File: src/rtl/weight_init_loader_if.sv
// weight_init_loader_if: control and weight-RAM write bus for weight_init_loader.
//   start, pause, rand_in : run control and PN sample stream into the loader
//   we, waddr, wdata      : weight RAM write port driven by the loader
//   busy, done            : run status
//   checksum              : running sum of written weights (WINIT_CHECKSUM_EN only)
// Modports: master = the loader, slave = the environment (sequencer, RAM, bench).
interface weight_init_loader_if #(
  parameter int unsigned ADDR_W = 6
);
  logic              start;
  logic              pause;
  logic [8:0]        rand_in;
  logic              we;
  logic [ADDR_W-1:0] waddr;
  logic [7:0]        wdata;
  logic              busy;
  logic              done;
`ifdef WINIT_CHECKSUM_EN
  logic [15:0]       checksum;

  modport master (
    input  start, pause, rand_in,
    output we, waddr, wdata, busy, done, checksum
  );

  modport slave (
    output start, pause, rand_in,
    input  we, waddr, wdata, busy, done, checksum
  );
`else
  modport master (
    input  start, pause, rand_in,
    output we, waddr, wdata, busy, done
  );

  modport slave (
    output start, pause, rand_in,
    input  we, waddr, wdata, busy, done
  );
`endif
endinterface

File: src/rtl/weight_init_loader.sv
// weight_init_loader: on start, converts one PN sample per cycle into a signed
// 8-bit weight and writes NUM_WEIGHTS of them to sequential weight RAM
// addresses, then pulses done.
// Ports:
//   clk   : rising-edge clock
//   reset : synchronous, active-high
//   bus   : weight_init_loader_if.master (start/pause/rand_in in;
//           we/waddr/wdata/busy/done out, all registered)
// Optional feature: define WINIT_CHECKSUM_EN to add the registered 16-bit
// checksum output (sum of sign-extended written weights, cleared on start).
module weight_init_loader #(
  parameter int unsigned NUM_WEIGHTS = 64,
  parameter int unsigned ADDR_W      = 6,
  parameter int unsigned SHIFT       = 0
) (
  input  logic                 clk,
  input  logic                 reset,
  weight_init_loader_if.master bus
);

  localparam int unsigned CNT_W = ADDR_W + 1;
  localparam logic [CNT_W-1:0] LAST_CNT = CNT_W'(NUM_WEIGHTS - 1);

  typedef enum logic [1:0] {
    ST_IDLE = 2'd0,
    ST_LOAD = 2'd1,
    ST_DONE = 2'd2
  } state_e;

  state_e            state_q, state_d;
  logic [CNT_W-1:0]  cnt_q, cnt_d;
  logic              we_q, we_d;
  logic [ADDR_W-1:0] waddr_q, waddr_d;
  logic [7:0]        wdata_q, wdata_d;
  logic              busy_q, busy_d;
  logic              done_q, done_d;
`ifdef WINIT_CHECKSUM_EN
  logic [15:0]       checksum_q, checksum_d;
`endif

  logic [7:0] centred_c;
  logic [7:0] weight_c;

  // Sample conversion. For x in 256..511, x - 384 equals x[7:0] - 128,
  // which in 8-bit two's complement is x[7:0] with bit 7 inverted.
  // Samples below 256 clamp to -128.
  always_comb begin
    centred_c = bus.rand_in[8] ? {~bus.rand_in[7], bus.rand_in[6:0]} : 8'h80;
    weight_c  = 8'($signed(centred_c) >>> SHIFT);
  end

  // Next-state and next-output logic.
  always_comb begin
    state_d = state_q;
    cnt_d   = cnt_q;
    we_d    = 1'b0;
    waddr_d = waddr_q;
    wdata_d = wdata_q;
    busy_d  = busy_q;
    done_d  = 1'b0;
`ifdef WINIT_CHECKSUM_EN
    checksum_d = checksum_q;
`endif
    unique case (state_q)
      ST_IDLE: begin
        if (bus.start) begin
          state_d = ST_LOAD;
          cnt_d   = '0;
          busy_d  = 1'b1;
`ifdef WINIT_CHECKSUM_EN
          checksum_d = '0;
`endif
        end
      end
      ST_LOAD: begin
        // A paused cycle discards the sample and holds address/data.
        if (!bus.pause) begin
          we_d    = 1'b1;
          waddr_d = cnt_q[ADDR_W-1:0];
          wdata_d = weight_c;
          cnt_d   = cnt_q + CNT_W'(1);
`ifdef WINIT_CHECKSUM_EN
          checksum_d = checksum_q + {{8{weight_c[7]}}, weight_c};
`endif
          if (cnt_q == LAST_CNT) begin
            state_d = ST_DONE;
          end
        end
      end
      ST_DONE: begin
        busy_d  = 1'b0;
        done_d  = 1'b1;
        state_d = ST_IDLE;
      end
      default: begin
        state_d = ST_IDLE;
      end
    endcase
  end

  // State and output registers.
  always_ff @(posedge clk) begin
    if (reset) begin
      state_q <= ST_IDLE;
      cnt_q   <= '0;
      we_q    <= 1'b0;
      waddr_q <= '0;
      wdata_q <= '0;
      busy_q  <= 1'b0;
      done_q  <= 1'b0;
`ifdef WINIT_CHECKSUM_EN
      checksum_q <= '0;
`endif
    end else begin
      state_q <= state_d;
      cnt_q   <= cnt_d;
      we_q    <= we_d;
      waddr_q <= waddr_d;
      wdata_q <= wdata_d;
      busy_q  <= busy_d;
      done_q  <= done_d;
`ifdef WINIT_CHECKSUM_EN
      checksum_q <= checksum_d;
`endif
    end
  end

  assign bus.we    = we_q;
  assign bus.waddr = waddr_q;
  assign bus.wdata = wdata_q;
  assign bus.busy  = busy_q;
  assign bus.done  = done_q;
`ifdef WINIT_CHECKSUM_EN
  assign bus.checksum = checksum_q;
`endif

endmodule

File: src/flat_wrapper.sv
// flat-port wrapper written by rule: the top's interface ports become plain ports
module weight_init_loader_flat 
#(
  parameter int unsigned NUM_WEIGHTS = 64,
  parameter int unsigned ADDR_W      = 6,
  parameter int unsigned SHIFT       = 0
)
  (clk, reset, bus_start, bus_pause, bus_rand_in, bus_we, bus_waddr, bus_wdata, bus_busy, bus_done);
  weight_init_loader_if #(.ADDR_W(ADDR_W)) bus_i ();
  input  logic clk;
  input  logic reset;
  input wire logic [$bits(bus_i.start)-1:0] bus_start;
  input wire logic [$bits(bus_i.pause)-1:0] bus_pause;
  input wire logic [$bits(bus_i.rand_in)-1:0] bus_rand_in;
  output wire logic [$bits(bus_i.we)-1:0] bus_we;
  output wire logic [$bits(bus_i.waddr)-1:0] bus_waddr;
  output wire logic [$bits(bus_i.wdata)-1:0] bus_wdata;
  output wire logic [$bits(bus_i.busy)-1:0] bus_busy;
  output wire logic [$bits(bus_i.done)-1:0] bus_done;
  assign bus_i.start = bus_start;
  assign bus_i.pause = bus_pause;
  assign bus_i.rand_in = bus_rand_in;
  assign bus_we = bus_i.we;
  assign bus_waddr = bus_i.waddr;
  assign bus_wdata = bus_i.wdata;
  assign bus_busy = bus_i.busy;
  assign bus_done = bus_i.done;
  weight_init_loader #(.NUM_WEIGHTS(NUM_WEIGHTS), .ADDR_W(ADDR_W), .SHIFT(SHIFT)) u_core (.clk(clk), .reset(reset), .bus(bus_i));
endmodule
File: config.mk
export PLATFORM = sky130hd
export DESIGN_NAME = weight_init_loader_flat
export DESIGN_NICKNAME = d
export VERILOG_FILES = /design/src/rtl/weight_init_loader_if.sv /design/src/rtl/weight_init_loader.sv /design/src/flat_wrapper.sv
export SDC_FILE = /design/constraint.sdc
export NUM_CORES = 1
export LEC_CHECK = 0
export BUFFER_PORTS_ARGS = -buffer_cell sky130_fd_sc_hd__buf_2
export CAP_MARGIN = 40
export CORE_MARGIN = 10
export CORE_UTILIZATION = 45
export CTS_CLUSTER_DIAMETER = 40
export DETAILED_ROUTE_END_ITERATION = 10
export GPL_TIMING_DRIVEN = 1
export PLACE_DENSITY = 0.71
export SLEW_MARGIN = 20
export SYNTH_ARGS = -nofsm -noshare
export SYNTH_HDL_FRONTEND = slang
export SYNTH_SLANG_ARGS = --single-unit
export TNS_END_PERCENT = 100
File: constraint.sdc
create_clock -name clk -period 1.81 [get_ports clk]
set_input_delay 0.0905 -clock clk [delete_from_list [all_inputs] [get_ports clk]]
set_output_delay 0.0905 -clock clk [all_outputs]
set_load 0.01 [all_outputs]
=== Yosys cells after proc, flatten, opt, wreduce, memory -nomap -nowiden ===
Index checks and enable logic that the tools add are counted.

* Register bits after elaboration: 26
* Output and inout bits: 17

* Add/sub/neg operators: 1
* Eq/ne operators: 6
* Muxes and demuxes: 12
* Bitwise operators: 3
* Reduce and logical (&&, ||, !) cells: 8

{| class="wikitable"
|+ Operators by type and width
! cell !! number
|-
| $mux 7 || 2
|-
| $pmux 7 s2 || 1
|-
| $mux 8 || 1
|-
| $add 7x1->7 const B || 1
|-
| $eq 7x6->1 const B || 1
|-
| $mux 2 || 3
|-
| $reduce_and 3->1 || 2
|-
| $ne 2x2->1 const B || 2
|-
| $pmux 2 s2 || 1
|-
| $reduce_and 2->1 || 2
|-
| $reduce_bool 2->1 || 2
|-
| $mux 1 || 3
|-
| $not 1->1 || 3
|-
| $eq 2x1->1 const B || 1
|-
| $eq 2x2->1 const B || 1
|-
| $logic_not 2->1 || 1
|-
| $ne 2x1->1 const B || 1
|-
| $pmux 1 s2 || 1
|-
| $reduce_or 2->1 || 1
|}

=== Logic depth before layout (Yosys ltp) ===
Gate-level depths: netlist of the first run.

* Depth after elaboration: 4
* Depth in mapped cells: 6
* Mapped depth without buffers: 5

=== Worst setup path after synthesis of the first run ===
No wires, ideal clock.

* Path kind: reg-to-reg
* Start point: reg u_core.state_q[1]
* End point: reg u_core.cnt_q[6]
* Library setup time: 0.074 ns
* Arrival time: 1.397 ns
* Slack: 0.339 ns
* Stages on the path, launching flop included: 6
* Clock period less this slack: 1.471 ns
* Path through: dfxtp_1 buf_6 or3b_1 buf_2 or3_1 a31oi_1

* Cells in the longest elaborated chain, start to end: 3

{| class="wikitable"
|+ RTL lines
! element !! RTL line !! source
|-
| from (decl) || weight_init_loader.sv:30 || <nowiki>state_e state_q, state_d;</nowiki>
|-
| from (signal assigned) || weight_init_loader.sv:115 || <nowiki>state_q <= state_d;</nowiki>
|-
| $eq 2x1->1 or $logic_not 2->1 (tied branches) || weight_init_loader.sv:64 || <nowiki>unique case (state_q)</nowiki>
|-
| $ne 2x2->1 (no line) or $reduce_bool 2->1 (tied branches) || n/a ||
|-
| $reduce_and 3->1 (no line) || n/a ||
|-
| to (signal assigned) || weight_init_loader.sv:116 || <nowiki>cnt_q <= cnt_d;</nowiki>
|-
| to (decl) || weight_init_loader.sv:31 || <nowiki>logic [CNT_W-1:0] cnt_q, cnt_d;</nowiki>
|}

Several ways; a longest one is shown, not always the timed one.
A chain may end at the register's enable or synchronous reset.

=== Final worst setup path of the first run ===
* Start point: reg u_core.state_q[1]
* End point: reg u_core.state_q[1]

* Cells in the longest elaborated chain, start to end: 3

{| class="wikitable"
|+ RTL lines
! element !! RTL line
|-
| $eq 2x1->1 or $logic_not 2->1 (tied branches) || weight_init_loader.sv:64
|-
| $ne 2x1->1 (no line) or $ne 2x2->1 (tied branches) || n/a
|-
| $reduce_and 3->1 (no line) || n/a
|}

Several ways; a longest one is shown, not always the timed one.

==> impl_metrics.ini, run 1 <==
[placed_design]
gp_congestion = 0.888
pre_cts_slack_ps = 444
port_buffers = 29
dp_hpwl_mm = 1.68

[sta]
rsz0062_at_grt = false
hold_violations = 0
drv_slew = 0
period_share_pct = 78.1
period_minus_slack_ps = 1410
tightest_slew_ps = 429
tns_ps = 0
max_freq_mhz = 707
setup_slack_ps = 396
worst_clock_skew_ps = 1.16
slew_headroom_pct = 71.4
setup_violations = 0

[clocking]
clk_latency_ps = 310
post_cts_buffers = 0
cts.htree.levels = 1
ctsHoldBuffers = 1
clkSinkCount = 26
cts_tree = done
clk_path_buf_depth = 2
cts_inserted_buffers = 3
clock-root-buffer = clkbuf_4
post_cts_resized = 0
path_clk_slew_ps = 130

[synth]
syn_area_per_cell_sq_um = 8.57
yosys.area.top_type = dfxtp_1
syn-num-nets = 131
synthTopCellsByArea = dfxtp_1, nand2_1, a21oi_1, nand3_1, xnor2_1
yosys.area.top_type_share_pct = 51.9
synthArstFlopShare_pct = 0
yosys_warnings = 0
synth_cell_types = 27
ys_seq_area_share_pct = 51.9
synth-seq-cells = 26
synth_edf_count = 0
syn_area_sq_um = 1000
synthFlopType = dfxtp_1
syn-instance-count = 117

[power]
switching_share_pct = 22.8
power_frac_seq_pct = 61.8
peakVddDrop_mv = 0.484
power_density_nw_per_um2 = 793
switching_power_mw = 0.218
p_comb_share_pct = 8.6
power.leakage_nw = 0.490
intPower_mw = 0.739
power_frac_clock_pct = 29.6

[finish]
nNetsFinal = 161
area_delta_synth_final_pct = 20.3
layout-drive-gt1-share_pct = 24.0
postLayoutCoreUtil_pct = 55.6
antenna_cells = 0

[route]
drc = 0
antenna_left = 0
drt_iter0_markers = 32
viasPerCell = 5.30
num_vias = 923
drt_pass1_iterations = 4
avgRoutedWirePerCell_microns = 13.4
totalWireLength_mm = 2.33

[grt]
grt_busiest_layer = met2
grtUsageMet1_pct = 13.6
grt_max_degree = 24
grtUsageTotal_pct = 11.1
met3_usage_pct = 3.14
gr-usage-met2_pct = 18.4
antenna_found_initial = 0
globalRouteOverflowTotal = 0
grt_first_pass_wirelength_mm = 4.10
grt_pass1_vias = 939

[floorplan]
dieArea_sq_um = 4510
die_y_microns = 67.2
num_rows = 17
die_w_microns = 67.2
core_sq_um = 2170
top_level_ports = 30
start_util_pct = 46.2

[flow_run]
max-cap-violations = 0

[critical_path]
ff2ff_setup_slack_ps = 400
critPathKind = reg2reg
critPathMaxFanout = 18
end_kind = flop
crit_arrival_ps = 1630
crit_required_ps = 2030
start_kind = flop

[hold_path]
hold_path.class = in2reg

[outcome]
outcome = complete, no violations
## through the flow
stage                     area (sq um)  power (mW)  instances  hold WS [ps]
final                             1210       0.957        174          28.5
after global routing              1210        1.00        174          36.1
after CTS                         1210       0.972        174          21.5
after detailed placement          1160       0.685        169           298
after global placement            1160       0.682        169           293
after floorplan                   1000       0.650        117           169
## cell type report
| cell class | count | area, sq um |
|---|---|---|
| Inverter | 4 | 15.0 |
| Clock buffer | 4 | 36.3 |
| Multi-Input combinational cell | 80 | 429 |
| Tap cell | 28 | 35.0 |
| Timing Repair Buffer | 32 | 170 |
| Fill cell | 221 | 963 |
| Sequential cell | 26 | 520 |
## Yosys cell counts, drive strengths merged (2+ instances only)
cell type / instances
nand3: 10
a211oi: 3
buf: 5
o32ai: 2
nand2: 22
nor2: 9
clkbuf: 2
xnor2: 4
nand2b: 2
dfxtp: 26
a21oi: 15
inv: 4
## state kept, by name, summed over array words and instances (netlist names)
signal            flops
u_core.bus.we         1
u_core.bus.waddr      6
u_core.bus.busy       1
u_core.cnt_q          7
u_core.bus.done       1
u_core.state_q        2
u_core.bus.wdata      8
## layout by cell type (no fill, tap or decap), drive strengths merged
cell          n
a21o          1
o21bai        1
dlygate4sd3   1
nor3b         1
or3           1
or3b          1
nand3        10
a221oi        1
inv           4
buf          31
xnor2         4
a311oi        1
nor3          1
clkbuf        4
dfxtp        26
and3          1
nor2          9
a31oi         1
nand2b        2
nand2        22
a21oi        15
a211oi        3
nand4b        1
o32ai         2
nor4          1
ha            1
## logic make-up after synthesis
kind of cell / share of synthesized area [%]
buf+inv: 5.24
fa+ha+maj: 1.25
xor+xnor: 3.50
flops: 51.9
compound gates: 15.4
simple gates: 22.7
## worst max-delay path: stages, from the launching register on
cell,delay (ps)
dfxtp_1,420
or3b_1,420
buf_4,210
nor4_1,270
## routing by layer
layer / vias to the layer above / part of all wire, %
met4: 0 / 0
met5: - / 0
met3: 0 / 6.5
li1: 460 / -
met1: 437 / 46
met2: 26 / 47
## path summary, 6_finish.rpt
path,startpoint,end,depth (start not counted)
worst max-delay path,u_core.state_q[1],u_core.state_q[1],3
worst min-delay path,bus_rand_in[3],u_core.bus.wdata[3],3
worst max register to register,u_core.state_q[1],u_core.state_q[1],3
worst min register to register,u_core.bus.waddr[4],u_core.bus.waddr[4],2
## power by group through the flow
stage | Clock, mW | Combinational [mW] | Sequential [mW]
global route | 0.316 | 0.0932 | 0.594
finish | 0.283 | 0.0826 | 0.591
detailed placement | 0 | 0.0814 | 0.604
floorplan | 0 | 0.0426 | 0.607
global placement | 0 | 0.0791 | 0.603
CTS | 0.297 | 0.0832 | 0.591
Power figures use the tool's default switching activity.
==> run 2, diff against run 1 <==
--- a/config.mk
+++ b/config.mk
@@ -8,11 +8,11 @@
 export BUFFER_PORTS_ARGS = -buffer_cell sky130_fd_sc_hd__buf_2
 export CAP_MARGIN = 40
 export CORE_MARGIN = 10
-export CORE_UTILIZATION = 45
+export CORE_UTILIZATION = 44
 export CTS_CLUSTER_DIAMETER = 40
 export DETAILED_ROUTE_END_ITERATION = 10
 export GPL_TIMING_DRIVEN = 1
-export PLACE_DENSITY = 0.71
+export PLACE_DENSITY = 0.73
 export SLEW_MARGIN = 20
 export SYNTH_ARGS = -nofsm -noshare
 export SYNTH_HDL_FRONTEND = slang
==> constraint.sdc (replaced) <==
create_clock -name clk -period 1.2 [get_ports clk]
set_input_delay 0.06 -clock clk [delete_from_list [all_inputs] [get_ports clk]]
set_output_delay 0.06 -clock clk [all_outputs]
set_load 0.01 [all_outputs]
==> impl_metrics.ini, run 2 (synthesis results as in run 1) <==
[sta]
whs_ps = 28.3
setup_violations = 4
drv_slew = 0
period_share_pct = 106
tightest_slew_ps = 259
hold_violations = 0
setup_slack_ps = -75.2
period_minus_slack_ps = 1280
max_freq_mhz = 784
rsz0062_at_grt = true
worst_clock_skew_ps = 3.85
slew_headroom_pct = 82.7

[critical_path]
end_kind = flop
start_kind = flop
rr_worst_depth = 4
path_cells = ha_1, nand3_1, or3_1, a31oi_1
crit_required_ps = 1450
critPathKind = reg2reg
crit_arrival_ps = 1530
max_stage_delay_ps = 360
critPathMaxFanout = 3
slowest_stage = dfxtp_1

[placed_design]
gp_congestion = 0.848
port_buffers = 29
dp_hpwl_mm = 1.83

[power]
total_power_mw = 1.51
peakVddDrop_mv = 0.570
power.leakage_nw = 0.601
power_density_nw_per_um2 = 1040

[route]
drt_iter0_markers = 26
drc = 0
drt_pass1_iterations = 4
avgRoutedWirePerCell_microns = 14.4
antenna_left = 0
num_vias = 996
viasPerCell = 5.16
totalWireLength_mm = 2.78

[grt]
grtUsageTotal_pct = 11.8
grt_max_degree = 19
antenna_found_initial = 0
grt_first_pass_wirelength_mm = 4.24
grt_pass1_vias = 1025
globalRouteOverflowTotal = 0

[floorplan]
top_level_ports = 30
core_sq_um = 2190
die_w_microns = 67.7
start_util_pct = 45.7
num_rows = 17
die_y_microns = 67.7
dieArea_sq_um = 4590

[clocking]
clk_path_buf_depth = 2
clk_latency_ps = 320
cts.htree.levels = 1
path_clk_slew_ps = 140
clkSinkCount = 26
cts_inserted_buffers = 3
clock-root-buffer = clkbuf_4
cts_tree = done

[hold_path]
hold_path.class = in2reg
hold_depth = 3

[finish]
area_delta_synth_final_pct = 45.4
largest_register_ffs = 8
layout_commonest_cell = buf_2
antenna_cells = 0
layout_common_cells = buf_2, nand2_1, dfxtp_1
postLayoutCoreUtil_pct = 66.5
nNetsFinal = 180
layout-drive-gt1-share_pct = 41.2

[outcome]
failed_checks = setup timing
outcome = complete, but fails checks

[flow_run]
max-cap-violations = 0
## run 2: path summary, 6_finish.rpt
path	to	from	slack (ps)
worst max-delay path	u_core.cnt_q[6]	u_core.cnt_q[1]	-80
worst min-delay path	u_core.bus.wdata[2]	bus_rand_in[2]	30
worst max register to register	u_core.cnt_q[6]	u_core.cnt_q[1]	-80
worst min register to register	u_core.bus.wdata[5]	u_core.bus.wdata[5]	460
## run 2: stage by stage
| step | worst slack (ps) | setup TNS [ps] | area [sq um] | instances |
|---|---|---|---|---|
| 2_1_floorplan | -178 | -1430 | 1010 | 117 |
| 5_1_grt | -123 | -976 | 1460 | 193 |
| 4_1_cts | -60.2 | -231 | 1380 | 191 |
| 3_5_place_dp | -68.9 | -286 | 1240 | 180 |
| 6_report | -75.2 | -118 | 1460 | 193 |
| 3_3_place_gp | -28.9 | -52.4 | 1240 | 180 |
## run 2: cell type report
class | instances | area (sq um)
Inverter | 4 | 15.0
Timing Repair Buffer | 51 | 339
Tap cell | 28 | 35.0
Sequential cell | 26 | 528
Clock buffer | 4 | 36.3
Fill cell | 198 | 733
Multi-Input combinational cell | 80 | 504
## run 2: power breakdown
group | internal, mW | total, mW | leakage, nW | switching, mW
Sequential | 0.880 | 0.890 | 0.213 | 0.00970
Combinational | 0.0875 | 0.184 | 0.367 | 0.0970
Clock | 0.186 | 0.439 | 0.0210 | 0.253
Total | 1.15 | 1.51 | 0.601 | 0.360
## run 2: timing repair
| item | CTS | global route |
|---|---|---|
| pin swaps | 1 | 3 |
| hold endpoints to repair | 7 | 0 |
| gates resized for setup | 8 | 19 |
| gates cloned | 0 | 1 |
| hold buffers | 7 | 0 |
| buffers inserted | 0 | 1 |
| setup endpoints to repair | 20 | 23 |
## run 2: layer usage
layer	vias to the layer above	part of all wire, %	track usage (%)
met5	-	0	0
met4	0	1.7	6.15
met3	6	7.3	4.13
met2	30	51	21.1
met1	466	40	11.8
li1	494	-	-
## run 2: critical path: cells and delay by family, from the launching register on
kind,cells,cell delay (ps)
compound gates,1,130
flops,1,360
fa+ha+maj,1,210
simple gates,2,500
